$ cat src/rtl/eq2_bist_pkg.sv
// Shared definitions for the eq2 self-test engine: state encoding and vector width helper.
package eq2_bist_pkg;

  localparam logic [1:0] ST_IDLE = 2'b00;
  localparam logic [1:0] ST_RUN  = 2'b01;
  localparam logic [1:0] ST_DONE = 2'b10;

  typedef enum logic [1:0] {
    IDLE = ST_IDLE,
    RUN  = ST_RUN,
    DONE = ST_DONE
  } state_t;

  function automatic int vec_width(input int w);
    return 2 * w;
  endfunction

endpackage

$ cat src/rtl/eq2_bist_sat_counter.sv
// Saturating up-counter with synchronous clear (clear wins over increment).
// Single-cycle update; no flow control, increments past full scale are dropped.
module sat_counter #(
  parameter int N = 8
) (
  input  logic         clk,
  input  logic         reset_n,
  input  logic         clr,
  input  logic         inc,
  output logic [N-1:0] count
);

  always_ff @(posedge clk or negedge reset_n) begin
    if (!reset_n) begin
      count <= '0;
    end else if (clr) begin
      count <= '0;
    end else if (inc && !(&count)) begin
      count <= count + N'(1);
    end
  end

endmodule

$ cat src/rtl/eq2_bist.sv
// Self-test engine for eq2: sweeps all {a,b} pairs, each held HOLD_CYCLES, samples aeqb on the last hold cycle.
// Run starts one cycle after start; optional first-error capture under EQ2_BIST_FIRST_ERR_EN.
module eq2_bist
  import eq2_bist_pkg::*;
#(
  parameter int W           = 2,
  parameter int HOLD_CYCLES = 4,
  parameter int ERR_W       = 8
) (
  input  logic                      clk,
  input  logic                      reset_n,
  input  logic                      start,
  input  logic                      aeqb,
  output logic [W-1:0]              a,
  output logic [W-1:0]              b,
  output logic                      busy,
  output logic                      done,
  output logic                      pass,
  output logic [ERR_W-1:0]          err_count,
  output logic [vec_width(W)-1:0]   first_err_vec,
  output logic                      first_err_valid
);

  localparam int VW = vec_width(W);
  localparam int HW = (HOLD_CYCLES > 1) ? $clog2(HOLD_CYCLES) : 1;
  localparam logic [HW-1:0] HOLD_LAST = HW'(HOLD_CYCLES - 1);

  state_t          state_q, state_d;
  logic [VW-1:0]   vec_q;
  logic [HW-1:0]   hold_q;
  logic            launch;
  logic            sample;
  logic            mismatch;

  assign a = vec_q[VW-1 -: W];
  assign b = vec_q[W-1:0];

  always_comb begin
    state_d = state_q;
    launch  = 1'b0;
    sample  = 1'b0;
    case (state_q)
      IDLE, DONE: begin
        if (start) begin
          state_d = RUN;
          launch  = 1'b1;
        end
      end
      RUN: begin
        if (hold_q == HOLD_LAST) begin
          sample = 1'b1;
          if (&vec_q) state_d = DONE;
        end
      end
      default: state_d = IDLE;
    endcase
  end

  assign mismatch = sample && (aeqb != (a == b));

  always_ff @(posedge clk or negedge reset_n) begin
    if (!reset_n) begin
      state_q <= IDLE;
    end else begin
      state_q <= state_d;
    end
  end

  // The vector freezes at all-ones on the final sample so a/b hold through DONE.
  always_ff @(posedge clk or negedge reset_n) begin
    if (!reset_n) begin
      vec_q  <= '0;
      hold_q <= '0;
    end else if (launch) begin
      vec_q  <= '0;
      hold_q <= '0;
    end else if (sample) begin
      hold_q <= '0;
      if (!(&vec_q)) vec_q <= vec_q + VW'(1);
    end else if (state_q == RUN) begin
      hold_q <= hold_q + HW'(1);
    end
  end

  sat_counter #(.N(ERR_W)) u_err (
    .clk     (clk),
    .reset_n (reset_n),
    .clr     (launch),
    .inc     (mismatch),
    .count   (err_count)
  );

`ifdef EQ2_BIST_FIRST_ERR_EN
  always_ff @(posedge clk or negedge reset_n) begin
    if (!reset_n) begin
      first_err_vec   <= '0;
      first_err_valid <= 1'b0;
    end else if (launch) begin
      first_err_vec   <= '0;
      first_err_valid <= 1'b0;
    end else if (mismatch && !first_err_valid) begin
      first_err_vec   <= vec_q;
      first_err_valid <= 1'b1;
    end
  end
`else
  assign first_err_vec   = '0;
  assign first_err_valid = 1'b0;
`endif

  assign busy = (state_q == RUN);
  assign done = (state_q == DONE);
  assign pass = done && (err_count == '0);

endmodule

$ cat config.mk
export PLATFORM = sky130hd
export DESIGN_NAME = eq2_bist
export DESIGN_NICKNAME = d
export VERILOG_FILES = /design/src/rtl/eq2_bist_pkg.sv /design/src/rtl/eq2_bist_sat_counter.sv /design/src/rtl/eq2_bist.sv
export SDC_FILE = /design/constraint.sdc
export NUM_CORES = 1
export LEC_CHECK = 0
export BUFFER_PORTS_ARGS = -buffer_cell sky130_fd_sc_hd__clkbuf_2
export CAP_MARGIN = 25
export CORE_UTILIZATION = 37
export CTS_CLUSTER_SIZE = 30
export DETAILED_ROUTE_END_ITERATION = 16
export HOLD_SLACK_MARGIN = 0.1
export PLACE_DENSITY_LB_ADDON = 0.15
export SETUP_SLACK_MARGIN = 0.2
export SYNTH_ARGS = -nofsm -noshare
export SYNTH_HDL_FRONTEND = slang
export SYNTH_SLANG_ARGS = --single-unit
export TNS_END_PERCENT = 1
$ cat constraint.sdc
create_clock -name clk -period 2.65 [get_ports clk]
set_clock_uncertainty 0.2 [all_clocks]
set_input_delay 0 -clock clk [delete_from_list [all_inputs] [get_ports clk]]
set_output_delay 0 -clock clk [all_outputs]
set_load 0.1 [all_outputs]
==> results.sh <==
export IMPL_status="complete, no violations"
export IMPL_cts_resized=0
export IMPL_seq_power_share_pct=31.1
export IMPL_routedWlPerCell_um=13.4
export IMPL_regArea_sq_um=407
export IMPL_drive_gt1_share_pct=30.0
export IMPL_min_from="start"
export IMPL_timing_worst_setup_path_type="flop to output port"
export IMPL_synth_area_leaders="dfrtp_1 (42%), ha_1 (5.3%), buf_4 (4.0%)"
export IMPL_regToRegEndpoint="u_err.count[4]"
export IMPL_worst_setup_hold_path_clk_slew_ps=100
export IMPL_hold_viol=0
export IMPL_track_usage_pct=17.4
export IMPL_fp_dieArea_sq_mm=0.00276
export IMPL_slowest_delay_ps=500
export IMPL_reg2reg_from="u_err.count[4]"
export IMPL_synth_area_per_cell_sq_um=9.83
export IMPL_yosysUniqueCellTypes=36
export IMPL_cp_top_family="buffers and inverters"
export IMPL_fin_nets=129
export IMPL_p_per_area_mw_per_mm2=1240
export IMPL_timing_final_crit_share_pct=83.4
export IMPL_cts_tree="done"
export IMPL_ys_ff_latch=16
export IMPL_setup_viol_count_final=0
export IMPL_synth_area_sq_um=943
export IMPL_area_growth_pct=20.2
export IMPL_hold_depth=4
export IMPL_antenna_found_initial=0
export IMPL_critPathLaunchType="flop"
export IMPL_syn_inst=96
export IMPL_r2r_setup_slack_ps=660
export IMPL_clock_path_buffers=2
export IMPL_multi_input_area_sq_um=513
export IMPL_drv_cap=0
export IMPL_netlist_area_leader_share_pct=42.4
export IMPL_ant_nets=0
export IMPL_synth_edf_count=0
export IMPL_dp_final_hpwl_um=1470
export IMPL_rows=17
export IMPL_p_sw_mw=0.826
export IMPL_layout_setup_ws_ps=439
export IMPL_core_area_sq_mm=0.00230
export IMPL_p_sw_share_pct=58.8
export IMPL_required_ps=2450
export IMPL_fmax_mhz=452
export IMPL_insertedDiodeCount=0
export IMPL_fin_cells=148
export IMPL_cp_cell_sequence="inv_1, ha_1, nor4b_1, nand2_1, nor4_4, clkbuf_2"
export IMPL_dp_slack_ps=683
export IMPL_fin_crit_ps=2210
export IMPL_grt_pass1_vias=740
export IMPL_endpoint_kind="output port"
export IMPL_die_x_um=52.5
export IMPL_routed_via_count=756
export IMPL_clockPowerShare_pct=9.6
export IMPL_rr_worst_depth=6
export IMPL_synthFlopType="dfrtp_1"
export IMPL_fillCellCount=234
export IMPL_routed_via_density=5.11
export IMPL_tns_ps=0
export IMPL_rsz0062_at_grt="false"
export IMPL_cts_root_buf="clkbuf_4"
export IMPL_pin_count=24
export IMPL_critPathMaxFanout=5
export IMPL_tightest_slew_ps=762
export IMPL_yosysWarningCount=0
export IMPL_grt_start_max_net_pins=17
export IMPL_finalWirelength_um=1980
export IMPL_arrival_ps=2010
export IMPL_slew_headroom_pct=49.0
export IMPL_drc=0
export IMPL_ys_async_sr_fraction_pct=100
export IMPL_io_buffer_count=18
export IMPL_routabilityCongestion=0.775
export IMPL_hp_class="input pin to flop"
export IMPL_ys_seq_area_share_pct=42.4
export IMPL_p_leak_nw=0.558
export IMPL_cts_sinks=16
export IMPL_dp_cells=140
export IMPL_p_comb_share_pct=59.3
export IMPL_intPower_mw=0.578
export IMPL_start_util_pct=41.1
export IMPL_hold_end="state_q[0]"
export IMPL_drt_iter0_drc=9
export IMPL_firstDrtPassIters=4
export IMPL_cts_max_level=1
export IMPL_clock_latency_ps=280
export IMPL_dieHeight_um=52.5
export IMPL_critPathBufInv=2
export IMPL_cts_buffers=3
export IMPL_grt_pass1_wl_um=3390
export IMPL_worst_path_max_delay_cell="clkbuf_2"
export IMPL_cp_depth=6
export IMPL_grt_overflow=0
export IMPL_max_vdd_ir_drop_mv=0.954
export IMPL_maxSlewViolCount=0
export IMPL_synth_largest_area_cell="dfrtp_1"
[layout make-up]
cell class                      count  share of cell area, %
Clock buffer                        4                   2.32
Inverter                            4                   1.32
Multi-Input combinational cell     73                   45.3
Sequential cell                    16                   35.9
Tap cell                           28                   3.09
Timing Repair Buffer               23                   12.1
[tightest hold or removal path: stages]
cell and delay [ps]:
dlygate4sd3_1 520, clkbuf_2 110, nand2b_1 80, nand2_1 60
[Yosys cell counts (2+ instances only)]
library cell and count:
inv_1 4, nor2_2 2, xor2_1 4, nand2_1 9
and3_1 3, nor2b_1 2, nor2_1 8, nor3b_2 2
ha_1 4, or3_1 2, dfrtp_1 16, buf_4 5
o21ai_0 3, a22o_1 2, a211o_1 2, nand3_1 6
mux2i_1 3
[cell families after synthesis]
| logic type | synth area share, % |
|---|---|
| compound gates | 11.7 |
| xor+xnor | 4.64 |
| fa+ha+maj | 5.31 |
| buf+inv | 7.16 |
| flops | 42.4 |
| mux | 4.38 |
| other cells | 0.397 |
| simple gates | 24.0 |
[per-stage QoR]
stage | cell area, sq um | power (mW) | utilization (%) | hold slack [ps]
6_report | 1130 | 1.40 | 49.3 | 319
5_1_grt | 1130 | 1.49 | 49.3 | 345
4_1_cts | 1130 | 1.42 | 49.3 | 314
3_5_place_dp | 1070 | 1.27 | 46.5 | -244
3_3_place_gp | 1070 | 1.26 | 46.5 | -246
2_1_floorplan | 988 | 1.14 | - | -496
[power by group through the flow]
stage	Sequential, mW	Clock [mW]	Combinational, mW
after floorplan	0.822	0	0.322
after CTS	0.436	0.143	0.839
after global placement	0.436	0	0.825
final	0.437	0.135	0.832
after global routing	0.448	0.151	0.893
after detailed placement	0.440	0	0.833
[worst max-delay path by stage]
stage,start,end,slack [ps]
detailed placement,u_err.count[4],u_err.count[4],680
floorplan,u_err.count[4],u_err.count[5],170
CTS,u_err.count[0],pass,420
finish,u_err.count[0],pass,440
global route,u_err.count[1],pass,290
global placement,u_err.count[4],u_err.count[4],670
[flip-flops by register name, indices dropped and copies added, names as in the netlist]
| name | cells |
|---|---|
| state_q | 2 |
| vec_q | 4 |
| hold_q | 2 |
| u_err.count | 8 |
[layout by cell type, fill, tap and decap left out, drive strengths merged, types with 4 or more instances in the layout]
cell type,n
clkbuf,22
dfrtp,16
nor2,10
nand2,9
nand3,6
conb,5
inv,4
xor2,4
ha,4
dlygate4sd3,4
and3,4
[metal layers]
metal  vias to the layer above  wire length, um  track usage [%]
met5                         -                0                0
met2                        18              956             28.1
met1                       359              937             22.0
li1                        377                -                -
met3                         2               70             2.61
met4                         0               14             9.21
[timing repair]
item | 4_1_cts | 5_1_grt
setup buffers | 0 | 0
endpoints found under the hold margin | 27 | 0
hold buffers | 4 | 0
Note: power is estimated with default switching activity, not from simulation.
